[src/rtl/mem_arb_pkg.sv]
// Shared encodings for the I/D memory arbiter: FSM states, requester IDs and the
// full-word byte-enable constant.
package mem_arb_pkg;

  typedef enum logic [1:0] {
    IDLE = 2'd0,
    BUSY = 2'd1,
    RESP = 2'd2
  } arb_state_e;

  typedef enum logic {
    ISIDE = 1'b0,
    DSIDE = 1'b1
  } side_e;

  localparam logic [3:0] BYTEEN_ALL = 4'b1111;

endpackage

[src/rtl/arb_pick2.sv]
// Two-way round-robin pick between the instruction and data requesters.
// On a tie the side opposite to the previous winner is chosen.
module arb_pick2
  import mem_arb_pkg::*;
(
  input  logic  ireq_i,
  input  logic  dreq_i,
  input  side_e last_i,
  output logic  valid_o,
  output side_e pick_o
);

  always_comb begin
    valid_o = ireq_i | dreq_i;
    pick_o  = ISIDE;
    if (ireq_i && dreq_i) begin
      pick_o = (last_i == ISIDE) ? DSIDE : ISIDE;
    end else if (dreq_i) begin
      pick_o = DSIDE;
    end
  end

endmodule

[src/rtl/mem_arbiter.sv]
// Shares one memory port between the mips I-fetch and D sides: one transaction at a
// time, single-cycle ack to the winner, watchdog forces completion of a stalled access.
module mem_arbiter
  import mem_arb_pkg::*;
#(
  parameter int AW      = 32,
  parameter int DW      = 32,
  parameter int TIMEOUT = 255
) (
  input  logic          ph1,
  input  logic          reset,
  input  logic          ireq,
  input  logic [AW-1:0] iadr,
  output logic [DW-1:0] irdata,
  output logic          iack,
  input  logic          dreq,
  input  logic          dwe,
  input  logic [AW-1:0] dadr,
  input  logic [DW-1:0] dwdata,
  input  logic [3:0]    dbyteen,
  output logic [DW-1:0] drdata,
  output logic          dack,
  output logic          err,
  output logic          memreq,
  output logic          memwe,
  output logic [AW-1:0] memadr,
  output logic [DW-1:0] memwdata,
  output logic [3:0]    membyteen,
  input  logic [DW-1:0] memrdata,
  input  logic          memack
);

  localparam int TW = (TIMEOUT > 0) ? $clog2(TIMEOUT + 1) : 1;
  localparam logic [TW-1:0] TLAST = TW'((TIMEOUT > 0) ? TIMEOUT - 1 : 0);

  arb_state_e    state_q, state_d;
  side_e         last_q, last_d;
  logic [TW-1:0] timer_q, timer_d;
  logic          memreq_q, memreq_d;
  logic          memwe_q, memwe_d;
  logic [AW-1:0] memadr_q, memadr_d;
  logic [DW-1:0] memwdata_q, memwdata_d;
  logic [3:0]    membyteen_q, membyteen_d;
  logic [DW-1:0] irdata_q, irdata_d;
  logic [DW-1:0] drdata_q, drdata_d;
  logic          iack_q, iack_d;
  logic          dack_q, dack_d;
  logic          err_q, err_d;

  logic  grant_valid;
  side_e grant_side;

  arb_pick2 u_pick (
    .ireq_i  (ireq),
    .dreq_i  (dreq),
    .last_i  (last_q),
    .valid_o (grant_valid),
    .pick_o  (grant_side)
  );

  always_comb begin
    state_d     = state_q;
    last_d      = last_q;
    timer_d     = timer_q;
    memreq_d    = memreq_q;
    memwe_d     = memwe_q;
    memadr_d    = memadr_q;
    memwdata_d  = memwdata_q;
    membyteen_d = membyteen_q;
    irdata_d    = irdata_q;
    drdata_d    = drdata_q;
    iack_d      = 1'b0;
    dack_d      = 1'b0;
    err_d       = 1'b0;

    case (state_q)
      IDLE: begin
        timer_d = '0;
        if (grant_valid) begin
          state_d  = BUSY;
          memreq_d = 1'b1;
          last_d   = grant_side;
          if (grant_side == DSIDE) begin
            memwe_d     = dwe;
            memadr_d    = dadr;
            memwdata_d  = dwdata;
            membyteen_d = dwe ? dbyteen : BYTEEN_ALL;
          end else begin
            memwe_d     = 1'b0;
            memadr_d    = iadr;
            memwdata_d  = '0;
            membyteen_d = BYTEEN_ALL;
          end
        end
      end

      BUSY: begin
        if (timer_q != {TW{1'b1}}) timer_d = timer_q + 1'b1;
        // last_q holds the current winner for the whole transaction
        if (memack) begin
          state_d  = RESP;
          memreq_d = 1'b0;
          if (last_q == ISIDE) begin
            irdata_d = memrdata;
            iack_d   = 1'b1;
          end else begin
            drdata_d = memwe_q ? '0 : memrdata;
            dack_d   = 1'b1;
          end
        end else if ((TIMEOUT != 0) && (timer_q == TLAST)) begin
          state_d  = RESP;
          memreq_d = 1'b0;
          err_d    = 1'b1;
          if (last_q == ISIDE) begin
            irdata_d = '0;
            iack_d   = 1'b1;
          end else begin
            drdata_d = '0;
            dack_d   = 1'b1;
          end
        end
      end

      RESP: begin
        timer_d = '0;
        state_d = IDLE;
      end

      default: state_d = IDLE;
    endcase
  end

  always_ff @(posedge ph1 or negedge reset) begin
    if (!reset) begin
      state_q     <= IDLE;
      last_q      <= ISIDE;
      timer_q     <= '0;
      memreq_q    <= 1'b0;
      memwe_q     <= 1'b0;
      memadr_q    <= '0;
      memwdata_q  <= '0;
      membyteen_q <= '0;
      irdata_q    <= '0;
      drdata_q    <= '0;
      iack_q      <= 1'b0;
      dack_q      <= 1'b0;
      err_q       <= 1'b0;
    end else begin
      state_q     <= state_d;
      last_q      <= last_d;
      timer_q     <= timer_d;
      memreq_q    <= memreq_d;
      memwe_q     <= memwe_d;
      memadr_q    <= memadr_d;
      memwdata_q  <= memwdata_d;
      membyteen_q <= membyteen_d;
      irdata_q    <= irdata_d;
      drdata_q    <= drdata_d;
      iack_q      <= iack_d;
      dack_q      <= dack_d;
      err_q       <= err_d;
    end
  end

  assign memreq    = memreq_q;
  assign memwe     = memwe_q;
  assign memadr    = memadr_q;
  assign memwdata  = memwdata_q;
  assign membyteen = membyteen_q;
  assign irdata    = irdata_q;
  assign drdata    = drdata_q;
  assign iack      = iack_q;
  assign dack      = dack_q;
  assign err       = err_q;

endmodule

[config.mk]
export PLATFORM = sky130hd
export DESIGN_NAME = mem_arbiter
export DESIGN_NICKNAME = d
export VERILOG_FILES = /design/src/rtl/mem_arb_pkg.sv /design/src/rtl/arb_pick2.sv /design/src/rtl/mem_arbiter.sv
export SDC_FILE = /design/constraint.sdc
export NUM_CORES = 1
export LEC_CHECK = 0
export ABC_CLOCK_PERIOD_IN_PS = 2500
export BUFFER_PORTS_ARGS = -buffer_cell sky130_fd_sc_hd__buf_2
export CORE_ASPECT_RATIO = 1.1
export CORE_MARGIN = 2
export CORE_UTILIZATION = 53
export CTS_BUF_LIST = sky130_fd_sc_hd__clkbuf_4
export CTS_CLUSTER_SIZE = 12
export DETAILED_ROUTE_END_ITERATION = 10
export HOLD_SLACK_MARGIN = 0.03
export PLACE_DENSITY = 0.87
export SKIP_LAST_GASP = 1
export SYNTH_ARGS = -nofsm -noshare
export SYNTH_HDL_FRONTEND = slang
export SYNTH_SLANG_ARGS = --single-unit
[constraint.sdc]
create_clock -name ph1 -period 2.5 [get_ports ph1]
set_clock_uncertainty 0.05 [all_clocks]
set_input_delay 0 -clock ph1 [delete_from_list [all_inputs] [get_ports ph1]]
set_output_delay 0 -clock ph1 [all_outputs]
set_load 0.02 [all_outputs]
# Word level (Yosys, flattened, before mapping)
# Cells that the tools add are included.
# classes
bitwise_logic,2
mul,0
n_mux,37
eq_ne,7
shift,0
reduce_logical,12
addsub,1
magnitude_cmp,0
n_div,0
# op_table
operator,n
two-way mux 32 bit,11
two-way mux 1 bit,17
case mux 8 bit (2 select lines),1
AND reduction 3 bit,3
adder 8 x 1 -> 8 bit (second input constant),1
equality test 8 bit (second input constant),1
two-way mux 4 bit,2
two-way mux 8 bit,1
inequality test 8 bit (second input constant),1
two-way mux 2 bit,3
AND reduction 2 bit,3
nonzero test 2 bit,3
inequality test 2 bit (second input constant),2
case mux 2 bit (2 select lines),1
inequality test 3 bit (second input constant),1
equality test 2 x 1 -> 1 bit (second input constant),1
equality test 2 bit (second input constant),1
logical NOT 2 bit,1
case mux 1 bit (2 select lines),1
OR reduction 2 bit,1
logical AND 1 bit,1
NOT 1 bit,1
OR 1 bit,1
# word_totals
ff_bits,148
mem_count,0
out_inout_bits,137
in_bits,138
wordCells,72
latch_bits,0
mem_bits_ro,0
mem_bits_rw,0

# Depth between registers and ports, before layout
# Gate-level depths: netlist of run 1.
# logic_depth
word_depth,4
mapped_depth,7
mapped_depth_nobuf,5

# Hierarchy
# From an unflattened synthesis of run 1, not the netlist that was laid out.
# hier_totals
hier_cells,630
area_unflattened_um2,6767.7
# modules_own_cells
mod,area_each_um2,seq_area_each_um2,cells_per_inst,instances
mem_arbiter,6754.0,3703.6,628,1
arb_pick2,13.8,0.0,2,1

# Least setup slack after synthesis of run 1
# No wires, ideal clock.
# synth_timing
kind,flip-flop to flip-flop
startpoint,register state_q[1]
endpoint,register irdata_q[10] (netlist: irdata[10])
period_less_slack_ns,1.484
slack_ns,1.016
required_time_ns,2.323
stages_incl_launch_ff,6
t_arrival_ns,1.308
cell_sequence,dfrtp_1 or3b_1 buf_2 buf_6 a22oi_1 o21ai_1
# synth_between
elab_chain_cells,2
# synth_rtl
item,line_no,text
from (decl),mem_arbiter.sv:36,"arb_state_e state_q, state_d;"
from (signal assigned),mem_arbiter.sv:149,state_q <= state_d;
equality test 2 x 1 -> 1 bit,mem_arbiter.sv:76,case (state_q)
AND reduction 3 bit (no line),-,
to (signal assigned),mem_arbiter.sv:157,irdata_q <= irdata_d;
to (decl),mem_arbiter.sv:44,"logic [DW-1:0] irdata_q, irdata_d;"
# Every way passes these cells.
# A chain may end at the register's enable or synchronous reset.

# Worst setup path in the final report of run 1
# layout_timing
startpoint,register last_q
endpoint,register memadr_q[17] (netlist: memadr[17])
# layout_between
elab_chain_cells,3
# layout_rtl
item,line_no,text
from (decl),mem_arbiter.sv:37,"side_e last_q, last_d;"
from (signal assigned),mem_arbiter.sv:150,last_q <= last_d;
two-way mux 1 bit,arb_pick2.sv:17,pick_o = (last_i == ISIDE) ? DSIDE : ISIDE;
two-way mux 1 bit,arb_pick2.sv:16,if (ireq_i && dreq_i) begin
two-way mux 32 bit,mem_arbiter.sv:83,if (grant_side == DSIDE) begin
to (signal assigned),mem_arbiter.sv:154,memadr_q <= memadr_d;
to (decl),mem_arbiter.sv:41,"logic [AW-1:0] memadr_q, memadr_d;"
# Every way passes these cells.

==> summary.txt, run 1 <==
Status
  • Outcome: finished, final reports clean

Pwr
  • Leakage: 4.88 nW
  • Switching part of the total power: a little under half
  • Power per cell area: roughly 1200 nW/µm²
  • Int Power: between 6 and 7 mW
  • Flop pwr share: 37.0%
  • Clk network pwr share: between 10% and 20%
  • Switching pwr: 5.58 mW
  • Combinational Power Share: about half
  • Worst vdd ir: approximately 0.00085 V

Global routing
  • Gr usage total: a little under two fifths
  • Vias in the first global route: slightly above 7000
  • Antenna violations before repair: 3
  • First-pass GRT wire length: approximately 38000 µm
  • Largest net degree at the start of global routing: 66
  • GR Overflow Total: 0

Synthesis
  • Post-synth EDFFs: 0
  • Post-Synth Simple-Gate Area: between 3 and 4%
  • Post-synthesis compound-gate area fraction: ~25%
  • Post-Syn Area: about 6500 µm²
  • Synthesized instance count: ~600
  • Synth top area share: 56.8%
  • Syn nets: about 740
  • Syn_area_per_cell: 11.0 µm²
  • Distinct cells, synth: between 40 and 50
  • Sequential area share after synthesis: 56.8%
  • Synth top cells by count: dfrtp_1, inv_1, a21oi_1
  • Yosys Warn Count: 0
  • Synth Flop Type: dfrtp_1
  • Yosys reg bits: 148
  • Count leader, synth: dfrtp_1
  • Largest area contributor in the netlist: dfrtp_1
  • Post-Synth Adder-Cell Area: less than 1%
  • Top post-synthesis cells by area: dfrtp_1, mux2i_1, a22o_1
  • Largest family of logic cells by synthesized area: compound AO/OA/AOI/OAI gates
  • Post-synthesis async set-or-reset flop share: 100%
  • Mux cell area share after synthesis: a little over 6%
  • Post-Synth XOR/XNOR Area: 0%

Timing
  • Final Cycle Share: a little over nine tenths
  • Post-route setup TNS: 0 ns
  • Final count of negative-setup-slack endpoints: 0
  • RSZ-0062 raised after global routing: no
  • Worst setup margin: approximately 0.12 ns
  • Relative slew slack: a little under three fifths
  • Final Hold Viols: 0
  • Fmax: 420 MHz
  • Slew Limit Fails: 0
  • Min Clock Period, post-route: 2.38 ns
  • Measured slew at the worst slew-check pin: approximately 0.64 ns

Worst hold path
  • Hold path cells: 5
  • Hold path start: ireq
  • Hold endpoint: memwe
  • Min-delay worst type: in -> reg

Die
  • Die height: roughly 120 µm
  • Die Span X: ~110 µm
  • Die Area: between 10000 and 15000 µm²
  • Ports: approximately 280
  • Row cnt: between 40 and 50
  • Initial Utilization: 54.2%
  • Core Box Area: 12000 µm²

Critical path
  • Worst-path cell chain: a21boi_4 > buf_6 > mux2i_1 > dlygate4sd3_1 > a31oi_1
  • Worst Setup End Kind: flip-flop
  • Top Family by Delay on Critical Path: buffers and inverters
  • Setup CP Type: reg -> reg
  • CP max stage delay: between 0.6 and 0.7 ns
  • Top fanout value on the critical path: 37
  • CP arrival: approximately 2.7 ns
  • R2r endpoint: memadr[17]
  • Crit path launch type: flip-flop
  • Required @ worst endpoint: about 2.8 ns
  • Slowest cell on crit path: dlygate4sd3_1
  • R2R depth: 5
  • R2R Setup Slk: between 0.1 and 0.15 ns
  • R2R Path Start: last_q
  • Number of cells on the critical path: 5
  • CP bufs+invs: 2

Finish
  • Nets: around 1100
  • Share of layout cells above drive strength 1: between 30% and 40%
  • Layout area overhead: 49.3%

Routing
  • DRT Pass-1 Iters: 6
  • DRC: 0
  • Via Count: between 7000 and 8000
  • Vias/cell: between 6 and 7
  • Wire per inst: 21.7 µm
  • Total wire length: 25200 µm
  • Final antenna-violating net count: 0
  • Iteration-0 DRC Markers: ~860

Clock network
  • Clk root buf: clkbuf_4
  • Later-pin clock latency in the skew report: roughly 0.51 ns
  • CTS Buf Count: 17
  • Clock transition at path regs: 0.13 ns
  • # H-tree levels: 4
  • Clock sinks: roughly 150
  • Total setup buffers inserted after CTS: 0
  • CTS tree: done
  • Max clock buf depth: 2

Placement
  • GPL Wtd Cong: 0.851
  • Estimated wirelength of the detail-placed design: 13500 µm
  • IO Port Bufs: between 200 and 300
  • Pre-CTS WS: 0.709 ns

Flow run
  • MaxCap Viol Count: 0
## power by group through the flow
stage                     Sequential (mW)  Clock, mW  Combinational [mW]
final                                4.36       1.60                5.84
after global routing                 4.44       1.71                6.21
after floorplan                      5.39          0                2.22
after detailed placement             4.25          0                5.26
after CTS                            4.20       1.60                5.53
after global placement               4.18          0                5.11
## registers in the layout, summed over array words and instances (netlist names), 2 cells and up
| name | flops |
|---|---|
| drdata | 32 |
| irdata | 32 |
| memadr | 32 |
| memwdata | 32 |
| timer_q | 8 |
| membyteen | 4 |
| state_q | 2 |
## how the worst max path moves through the flow
stage | start | end | slack [ns]
detailed placement | last_q | memadr[8] | 0.71
global route | last_q | memadr[17] | 0.07
CTS | last_q | memadr[8] | 0.20
global placement | last_q | memadr[9] | 0.81
finish | last_q | memadr[17] | 0.12
floorplan | state_q[1] | irdata[10] | 1.02
## cell type report
| cell class | count | area (µm²) |
|---|---|---|
| Sequential cell | 148 | 3700 |
| Timing Repair Buffer | 433 | 2950 |
| Multi-Input combinational cell | 325 | 2330 |
| Fill cell | 624 | 2300 |
| Inverter | 68 | 255 |
| Tap cell | 154 | 193 |
| Clock inverter | 14 | 164 |
| Clock buffer | 18 | 135 |
| Antenna cell | 3 | 7.51 |
## cell usage in the layout (no fill, tap or decap), types with 2 or more instances in the layout
cell type | netlist | layout
nand3_1 | 3 | 3
dfrtp_1 | 148 | 148
inv_6 | 0 | 5
a21oi_1 | 38 | 38
nand2_1 | 7 | 7
a22oi_1 | 32 | 32
clkinv_4 | 0 | 2
nand3b_1 | 6 | 6
buf_4 | 5 | 17
clkbuf_4 | 0 | 18
o21ai_1 | 32 | 32
nor3_1 | 3 | 3
and3b_1 | 2 | 2
mux2i_1 | 35 | 35
a22o_1 | 32 | 32
and3_1 | 2 | 2
buf_2 | 24 | 273
nor2_1 | 4 | 3
diode_2 | 0 | 3
inv_8 | 0 | 2
a32oi_1 | 32 | 32
and4_1 | 2 | 2
bufinv_16 | 0 | 2
clkinvlp_4 | 0 | 2
buf_6 | 3 | 2
inv_1 | 68 | 68
a31oi_1 | 34 | 34
o21ai_0 | 36 | 36
ha_1 | 2 | 2
dlygate4sd3_1 | 0 | 140
mux2_2 | 4 | 4
## per-layer routing
| metal | vias up | global-route usage [%] | share of wire (%) |
|---|---|---|---|
| met2 | 576 | 63.1 | 49 |
| li1 | 2988 | - | - |
| met3 | 125 | 9.65 | 11 |
| met1 | 3390 | 43.3 | 34 |
| met5 | - | 0 | 0 |
| met4 | 0 | 23.8 | 6.1 |
## worst min-delay path, delay by kind of cell
family | cells | cell delay (ns)
buf+inv | 2 | 0.34
simple gates | 1 | 0.12
mux | 1 | 0.07
compound gates | 1 | 0.06
## cell families after synthesis
| family | after synthesis |
|---|---|
| multiplexers | 39 |
| flip-flops | 148 |
| buffers and inverters | 122 |
| AND/OR/NAND/NOR | 40 |
| adder cells (fa/ha/maj) | 2 |
| AO/OA/AOI/OAI | 244 |
## metrics by stage
step / cells / total power [mW] / hold slack [ns] / cell area (µm²) / util, %
finish: 1163 / 11.8 / 0.0804 / 9740 / 80.9
global route: 1163 / 12.4 / 0.0848 / 9740 / 80.9
CTS: 1160 / 11.3 / 0.0529 / 9720 / 80.8
global placement: 987 / 9.29 / -0.0591 / 8000 / 66.4
floorplan: 595 / 7.61 / -0.346 / 6520 / -
detailed placement: 987 / 9.51 / -0.0530 / 8000 / 66.4
## timing repair
action                                  CTS  global route
endpoints found under the setup margin    0             2
gates resized for setup                   0             1
endpoints found under the hold margin   286             0
hold buffers                            141             0
Power figures use the tool's default switching activity.
==> run 2, diff against run 1 <==
--- a/config.mk
+++ b/config.mk
@@ -9,12 +9,11 @@
 export BUFFER_PORTS_ARGS = -buffer_cell sky130_fd_sc_hd__buf_2
 export CORE_ASPECT_RATIO = 1.1
 export CORE_MARGIN = 2
-export CORE_UTILIZATION = 53
-export CTS_BUF_LIST = sky130_fd_sc_hd__clkbuf_4
+export CORE_UTILIZATION = 52
 export CTS_CLUSTER_SIZE = 12
 export DETAILED_ROUTE_END_ITERATION = 10
 export HOLD_SLACK_MARGIN = 0.03
-export PLACE_DENSITY = 0.87
+export PLACE_DENSITY = 0.86
 export SKIP_LAST_GASP = 1
 export SYNTH_ARGS = -nofsm -noshare
 export SYNTH_HDL_FRONTEND = slang
==> run 2 against run 1 <==
- clock power rose by 56%
- design area rose by 2.2%
- utilization rose by 1.1 points
- first-iteration DRC count rose by 19%
- critical path depth did not move
- via count fell by 1.9%
- count of clock-buffer cells in the layout did not move
- total power rose by 7.0%
- largest cell class unchanged
==> summary.txt, run 2 (synthesis gave the netlist of run 1 again) <==
Pwr
  • Leakage: 4.99 nW (was 4.88 nW)
  • Power per cell area: 1270 nW/µm² (was 1210 nW/µm²)
  • Total power: 12.6 mW (was 11.8 mW)
  • Worst vdd ir: 0.000825 V (was 0.000848 V)

Clock network
  • # H-tree levels: 4 (unchanged)
  • Clk root buf: clkbuf_16 (was clkbuf_4)
  • CTS tree: done (unchanged)
  • Clock sinks: 148 (unchanged)
  • Clock transition at path regs: 0.07 ns (was 0.13 ns)
  • CTS Buf Count: 17 (unchanged)
  • Total setup buffers inserted after CTS: 0 (unchanged)
  • Later-pin clock latency in the skew report: 0.42 ns (was 0.51 ns)
  • CTS Hold Bufs: 135 (was 141)
  • Post-CTS sizing: 0 (unchanged)
  • Max clock buf depth: 2 (unchanged)

Timing
  • Final count of negative-setup-slack endpoints: 0 (unchanged)
  • WHS: 0.102 ns (was 0.0804 ns)
  • Worst setup margin: 0.347 ns (was 0.120 ns)
  • Min Clock Period, post-route: 2.15 ns (was 2.38 ns)
  • Fmax: 464 MHz (was 420 MHz)
  • Measured slew at the worst slew-check pin: 0.673 ns (was 0.642 ns)
  • Relative slew slack: 55.2% (was 57.2%)
  • Slew Limit Fails: 0 (unchanged)
  • Post-route setup TNS: 0 ns (unchanged)
  • Final Hold Viols: 0 (unchanged)
  • RSZ-0062 raised after global routing: no (unchanged)
  • Final Cycle Share: 86.1% (was 95.2%)

Die
  • Row cnt: 42 (unchanged)
  • Ports: 275 (unchanged)
  • Initial Utilization: 53.7% (was 54.2%)
  • Die height: 121 µm (was 120 µm)
  • Core Box Area: 12100 µm² (was 12000 µm²)
  • Die Area: 13400 µm² (was 13200 µm²)
  • Die Span X: 111 µm (was 110 µm)

Placement
  • Placed insts: 985 (was 987)
  • Cell Area, Placed: 8020 µm² (was 8000 µm²)
  • GPL Wtd Cong: 0.831 (was 0.851)
  • Estimated wirelength of the detail-placed design: 13700 µm (was 13500 µm)
  • Pre-CTS WS: 0.686 ns (was 0.709 ns)
  • IO Port Bufs: 274 (unchanged)

Critical path
  • Top Family by Delay on Critical Path: buffers and inverters (unchanged)
  • R2r endpoint: memadr[1] (was memadr[17])
  • CP arrival: 2.36 ns (was 2.66 ns)
  • R2R Setup Slk: 0.35 ns (was 0.12 ns)
  • Top fanout value on the critical path: 38 (was 37)
  • Setup CP Type: reg -> reg (unchanged)
  • R2R Path Start: last_q (unchanged)
  • R2R depth: 5 (unchanged)
  • Slowest cell on crit path: dlygate4sd3_1 (unchanged)
  • CP bufs+invs: 2 (unchanged)
  • Worst-path cell chain: a21boi_4 > buf_12 > mux2i_1 > dlygate4sd3_1 > a31oi_1 (was a21boi_4 > buf_6 > mux2i_1 > dlygate4sd3_1 > a31oi_1)
  • Required @ worst endpoint: 2.71 ns (was 2.78 ns)
  • Crit path launch type: flip-flop (unchanged)
  • Worst Setup End Kind: flip-flop (unchanged)
  • CP max stage delay: 0.62 ns (was 0.61 ns)

Finish
  • Nets: 1125 (was 1133)
  • Number of diodes: 0 (was 3)
  • Most common cell after layout, fill and taps aside: buf_2 (unchanged)
  • Share of layout cells above drive strength 1: 33.4% (about the same)
  • Fin util: 82.0% (was 80.9%)
  • Final Non-Filler Cells: 1152 (was 1163)
  • Commonest non-fill, non-tap cells in the layout: buf_2, dfrtp_1, dlygate4sd3_1 (unchanged)
  • Design area: 9950 µm² (was 9740 µm²)
  • Layout area overhead: 52.6% (was 49.3%)

Routing
  • DRT Pass-1 Iters: 8 (was 6)
  • Total wire length: 24900 µm (was 25200 µm)
  • Wire per inst: 21.6 µm (was 21.7 µm)
  • DRC: 0 (unchanged)
  • Iteration-0 DRC Markers: 1028 (was 863)
  • Vias/cell: 6.03 (was 6.09)
  • Via Count: 6944 (was 7079)
  • Final antenna-violating net count: 0 (unchanged)

Global routing
  • Vias in the first global route: 7032 (was 7049)
  • Largest net degree at the start of global routing: 71 (was 66)
  • Gr usage total: 37.5% (was 38.0%)
  • Antenna violations before repair: 0 (was 3)
  • GR Overflow Total: 0 (unchanged)
  • First-pass GRT wire length: 39000 µm (was 37600 µm)

Status
  • Outcome: finished, final reports clean (unchanged)

Worst hold path
  • Min-delay worst type: in -> async (was in -> reg)

Flow run
  • MaxCap Viol Count: 0 (unchanged)
[run 2: cell count changes in the layout (fill, tap and decap cells not counted), sizes merged]
cell         before  now
buf             293  290
bufinv            2    1
clkinv            3    6
clkinvlp          2    0
diode             3    0
dlygate4sd3     140  135
[run 2: how the worst max path moves through the flow]
stage / start / endpoint / depth (start not counted)
finish: last_q / memadr[1] / 5
global route: last_q / memadr[1] / 5
CTS: last_q / memadr[25] / 5
detailed placement: timer_q[0] / drdata[3] / 6
global placement: timer_q[0] / drdata[3] / 6
floorplan: state_q[1] / irdata[10] / 5
[run 2: cell type report]
type                       count  area [µm²]
clock buffer                  18         439
clock inverter                14         141
fill                         632        2190
inverter                      68         255
multi-input combinational    325        2330
sequential                   148        3700
tap                          154         193
timing repair buffer         425        2890
[run 2: power breakdown]
part,internal (mW),switching [mW]
clock network,1.43,1.07
logic,2.11,3.67
registers,3.46,0.896
[run 2: metal layers]
layer	up-vias	GRT usage, %	routed length [µm]
li1	2983	-	-
met1	3339	44.6	8800
met2	546	63.9	12600
met3	76	11.7	2610
met4	0	14.7	855
met5	-	0	0
==> run 3, diff against run 2 <==
--- a/config.mk
+++ b/config.mk
@@ -5,15 +5,15 @@
 export SDC_FILE = /design/constraint.sdc
 export NUM_CORES = 1
 export LEC_CHECK = 0
+export ABC_AREA = 1
 export ABC_CLOCK_PERIOD_IN_PS = 2500
-export BUFFER_PORTS_ARGS = -buffer_cell sky130_fd_sc_hd__buf_2
-export CORE_ASPECT_RATIO = 1.1
 export CORE_MARGIN = 2
-export CORE_UTILIZATION = 52
+export CORE_UTILIZATION = 61
 export CTS_CLUSTER_SIZE = 12
 export DETAILED_ROUTE_END_ITERATION = 10
+export DONT_BUFFER_PORTS = 1
 export HOLD_SLACK_MARGIN = 0.03
-export PLACE_DENSITY = 0.86
+export PLACE_DENSITY = 0.77
 export SKIP_LAST_GASP = 1
 export SYNTH_ARGS = -nofsm -noshare
 export SYNTH_HDL_FRONTEND = slang
==> run 3 against run 2 <==
- the flow now stops in clock tree synthesis (4_1_cts)
- synthesized area shrank 2.9%
- synthesized cell count increased by 21%
==> summary.txt, run 3 <==
Synthesis
  • Synth Flop Type: dfrtp_1 (unchanged)
  • Synthesized instance count: 717 (was 595)
  • Synth top cells by count: nand2_1, dfrtp_1, nand3_1 (was dfrtp_1, inv_1, a21oi_1)
  • Largest area contributor in the netlist: dfrtp_1 (unchanged)
  • Sequential area share after synthesis: 58.5% (was 56.8%)
  • Post-synth EDFFs: 0 (unchanged)
  • Yosys Warn Count: 0 (unchanged)
  • Syn_area_per_cell: 8.83 µm² (was 11.0 µm²)
  • Distinct cells, synth: 25 (was 42)
  • Post-synthesis async set-or-reset flop share: 100% (unchanged)
  • Synth top area share: 58.5% (was 56.8%)
  • Syn nets: 857 (was 735)
  • Count leader, synth: nand2_1 (was dfrtp_1)
  • Yosys reg bits: 148 (unchanged)
  • Top post-synthesis cells by area: dfrtp_1, nand2_1, nand3_1 (was dfrtp_1, mux2i_1, a22o_1)
  • Post-Syn Area: 6330 µm² (was 6520 µm²)

Clock network
  • Max clock buf depth: 2 (unchanged)
  • Clk root buf: clkbuf_8 (was clkbuf_16)
  • Post-CTS sizing: 0 (unchanged)
  • CTS Hold Bufs: 172 (was 135)
  • # H-tree levels: 4 (unchanged)
  • Total setup buffers inserted after CTS: 0 (unchanged)
  • Clock sinks: 148 (unchanged)
  • CTS Buf Count: 17 (unchanged)

Die
  • Initial Utilization: 62.1% (was 53.7%)
  • Row cnt: 37 (was 42)
  • Die height: 106 µm (was 121 µm)
  • Ports: 275 (unchanged)
  • Die Span X: 106 µm (was 111 µm)

Status
  • Stopped at: clock tree synthesis (4_1_cts)
  • Outcome: aborted with a tool error (was finished, final reports clean)
  • Stop err: [ERROR RSZ-0060] Max buffer count reached.

Placement
  • IO Port Bufs: 0 (was 274)
  • Estimated wirelength of the detail-placed design: 10700 µm (was 13700 µm)
  • GPL Wtd Cong: 0.851 (was 0.831)
## run 3: cell count changes after synthesis, moves of 32 or more
cell / previous run / this run
a21oi_1: 38 / 5
a22o_1: 32 / 0
a22oi_1: 32 / 0
a31oi_1: 34 / 0
a32oi_1: 32 / 0
inv_1: 68 / 23
mux2i_1: 35 / 0
nand2_1: 7 / 255
nand3_1: 3 / 70
nor2_1: 4 / 46
## run 3: stage by stage
| step | std cells | hold slack, ns | area (µm²) | setup WS, ns | util [%] |
|---|---|---|---|---|---|
| detailed placement | 817 | -0.343 | 6320 | 0.708 | 62.1 |
| floorplan | 717 | -0.346 | 6330 | 1.01 | - |
| global placement | 817 | -0.343 | 6320 | 0.806 | 62.1 |
## run 3: cell families after synthesis
| group | Yosys count | synth area share [%] |
|---|---|---|
| compound gates | 109 | 10.0 |
| xor+xnor | 1 | 0.138 |
| fa+ha+maj | 2 | 0.395 |
| buf+inv | 70 | 5.59 |
| flops | 148 | 58.5 |
| simple gates | 387 | 25.3 |
==> run 4, diff against run 3 <==
--- a/config.mk
+++ b/config.mk
@@ -8,12 +8,10 @@
 export ABC_AREA = 1
 export ABC_CLOCK_PERIOD_IN_PS = 2500
 export CORE_MARGIN = 2
-export CORE_UTILIZATION = 61
-export CTS_CLUSTER_SIZE = 12
+export CORE_UTILIZATION = 40
 export DETAILED_ROUTE_END_ITERATION = 10
 export DONT_BUFFER_PORTS = 1
-export HOLD_SLACK_MARGIN = 0.03
-export PLACE_DENSITY = 0.77
+export PLACE_DENSITY_LB_ADDON = 0.15
 export SKIP_LAST_GASP = 1
 export SYNTH_ARGS = -nofsm -noshare
 export SYNTH_HDL_FRONTEND = slang
==> run 4 against run 3 <==
- synthesized area stayed put
- synthesized cell count stayed put
- the flow now finishes, with violations (negative hold slack)
==> summary.txt, run 4 <==
Status
  • Outcome: complete, but fails checks (was aborted with a tool error)
  • Failing checks: negative hold slack

Synthesis
  • Synth top cells by count: nand2_1, dfrtp_1, nand3_1 (unchanged)
  • Largest family of logic cells by synthesized area: simple AND/OR/NAND/NOR gates (unchanged)
  • Post-Synth Simple-Gate Area: 25.3% (unchanged)
  • Yosys reg bits: 148 (unchanged)
  • Synthesized instance count: 717 (unchanged)
  • Yosys Warn Count: 0 (unchanged)
  • Largest area contributor in the netlist: dfrtp_1 (unchanged)
  • Post-Synth XOR/XNOR Area: 0.138% (unchanged)
  • Synth Flop Type: dfrtp_1 (unchanged)
  • Post-synth EDFFs: 0 (unchanged)
  • Syn nets: 857 (unchanged)
  • Top post-synthesis cells by area: dfrtp_1, nand2_1, nand3_1 (unchanged)
  • Synth top area share: 58.5% (unchanged)
  • Sequential area share after synthesis: 58.5% (unchanged)
  • Post-Synth Adder-Cell Area: 0.395% (unchanged)
  • Post-synthesis async set-or-reset flop share: 100% (unchanged)
  • Syn_area_per_cell: 8.83 µm² (unchanged)
  • Mux cell area share after synthesis: 0% (unchanged)
  • Post-synthesis compound-gate area fraction: 10.0% (unchanged)
  • Post-Syn Area: 6330 µm² (unchanged)
  • Distinct cells, synth: 25 (unchanged)
  • Count leader, synth: nand2_1 (unchanged)

Global routing
  • First-pass GRT wire length: approximately 28000 µm
  • Vias in the first global route: around 5500
  • Gr usage total: approximately a fifth
  • Largest net degree at the start of global routing: about 150
  • GR Util met2: 36.1%
  • Antenna violations before repair: 1
  • GR Layer Usage met1: 24.7%
  • Global route hottest layer: met2
  • Met3 Usage GRT: around 6.7%
  • GR Overflow Total: 0

Clock network
  • Max clock buf depth: 2 (unchanged)
  • CTS tree: done
  • Clk root buf: clkbuf_16 (was clkbuf_8)
  • CTS Hold Bufs: 172 (unchanged)
  • CTS Buf Count: 17 (unchanged)
  • Later-pin clock latency in the skew report: ~0.41 ns
  • Clock sinks: 148 (unchanged)
  • Clock transition at path regs: roughly 0.060 ns
  • # H-tree levels: 4 (unchanged)

Critical path
  • Worst Setup End Kind: flip-flop
  • Slowest cell on crit path: dlygate4sd3_1
  • Crit path launch type: input port
  • CP arrival: roughly 2.7 ns
  • Top fanout value on the critical path: 5
  • Top Family by Delay on Critical Path: buffers and inverters
  • Required @ worst endpoint: about 2.7 ns
  • Setup CP Type: in -> reg
  • CP most frequent cell: dlygate4sd3_1
  • CP max stage delay: just under 0.6 ns
  • CP bufs+invs: 3
  • R2R depth: 6
  • Number of cells on the critical path: 8
  • Worst-path cell chain: dlygate4sd3_1 > nor2_1 > dlygate4sd3_1 > nor2_4 > nand2_1 > nor2_1 > a21oi_1 > dlygate4sd3_1

Timing
  • RSZ-0062 raised after global routing: no
  • Fmax: around 410 MHz
  • Final count of negative-setup-slack endpoints: 0
  • Post-route setup TNS: 0 ns
  • Final Cycle Share: about 96%
  • Relative slew slack: 53.9%
  • WHS: -0.771 ns
  • Final Hold Viols: around 150
  • Measured slew at the worst slew-check pin: between 0.6 and 0.7 ns
  • Slew Limit Fails: 0
  • Worst setup margin: 0.0887 ns
  • Min Clock Period, post-route: 2.41 ns

Finish
  • Final Non-Filler Cells: around 1100
  • Share of layout cells above drive strength 1: around 8.4%
  • Layout area overhead: 39.5%
  • Most common cell after layout, fill and taps aside: nand2_1
  • Commonest non-fill, non-tap cells in the layout: nand2_1, dlygate4sd3_1, dfrtp_1
  • Nets: a little over 1000
  • Fillers: between 1000 and 1500
  • Fin util: 57.6%

Placement
  • Pre-CTS WS: 0.681 ns (was 0.708 ns)
  • Estimated wirelength of the detail-placed design: 11400 µm (was 10700 µm)
  • Placed insts: 892 (was 817)
  • IO Port Bufs: 0 (unchanged)
  • GPL Wtd Cong: 0.824 (was 0.851)

Routing
  • Wire per inst: around 16 µm
  • Total wire length: 18100 µm
  • DRC: 0
  • Iteration-0 DRC Markers: about 290
  • Final antenna-violating net count: 0
  • Vias/cell: 4.98
  • DRT Pass-1 Iters: 4
  • Via Count: roughly 5500

Pwr
  • Combinational Power Share: 26.1%
  • Worst vdd ir: roughly 0.00063 V
  • Power per cell area: around 1300 nW/µm²
  • Total power: 11.4 mW
  • Flop pwr share: roughly half
  • Int Power: 6.71 mW
  • Leakage: roughly 4.1 nW
  • Switching part of the total power: around two fifths
  • Switching pwr: between 4 and 5 mW
  • Clk network pwr share: between 20% and 30%

Die
  • Die height: 130 µm (was 106 µm)
  • Core Box Area: about 15000 µm²
  • Initial Utilization: 41.3% (was 62.1%)
  • Die Area: 16800 µm²
  • Row cnt: 45 (was 37)
  • Die Span X: 130 µm (was 106 µm)
  • Ports: 275 (unchanged)

Worst hold path
  • Min-delay worst type: in -> async

Flow run
  • MaxCap Viol Count: 0
[run 4: cell counts after synthesis]
No cell type changed its count.
[run 4: logic make-up (layout without fill, tap and decap cells)]
family | after synthesis | after routing
AND/OR/NAND/NOR | 387 | 387
flip-flops | 148 | 148
AO/OA/AOI/OAI | 109 | 109
buffers and inverters | 70 | 237
adder cells (fa/ha/maj) | 2 | 2
XOR/XNOR | 1 | 1
other | 0 | 1
[run 4: per-stage QoR]
| stage | hold WS, ns | cell area (µm²) |
|---|---|---|
| after floorplan | -0.346 | 6330 |
| after global placement | -0.342 | 6420 |
| after detailed placement | -0.342 | 6420 |
| after CTS | -0.791 | 8820 |
| after global routing | -0.802 | 8830 |
| final | -0.771 | 8830 |
[run 4: power by group through the flow]
stage	Sequential [mW]	Clock (mW)	Combinational [mW]
after floorplan	5.29	0	1.84
after global placement	5.64	0	2.08
after detailed placement	5.63	0	2.19
after CTS	5.62	2.92	2.92
after global routing	5.73	3.04	3.37
final	5.61	2.86	2.98
[run 4: path summary, 6_finish.rpt]
kind / start / to / slack, ns
setup reg to reg: state_q[0] / membyteen[2] / 0.22
hold reg to reg: timer_q[6] / timer_q[6] / 0.47
setup / recovery: ireq / membyteen[2] / 0.09
max in group asynchronous: reset / memreq / 2.93
hold / removal: reset / drdata[8] / -0.77
min in group ph1: dwdata[27] / memwdata[27] / 0.18
[run 4: layout make-up]
cell class / count / area [µm²] / share of cell area (%)
clock buffer: 20 / 437 / 4.95
tap: 211 / 264 / 2.99
antenna: 1 / 2.50 / 0.0283
sequential: 148 / 3700 / 42.0
multi-input combinational: 499 / 2270 / 25.7
inverter: 27 / 104 / 1.18
clock inverter: 11 / 224 / 2.54
timing repair buffer: 179 / 1820 / 20.6
[run 4: what timing repair did]
action,CTS,global route
endpoints found under the hold margin,286,148
gates resized for setup,0,3
buffers inserted,0,0
endpoints found under the setup margin,0,2
[run 4: per-layer routing]
layer | wire [µm] | vias up
met1 | 7150 | 2550
li1 | - | 2614
met2 | 8750 | 261
met3 | 1640 | 38
met4 | 533 | 0
met5 | 0 | -
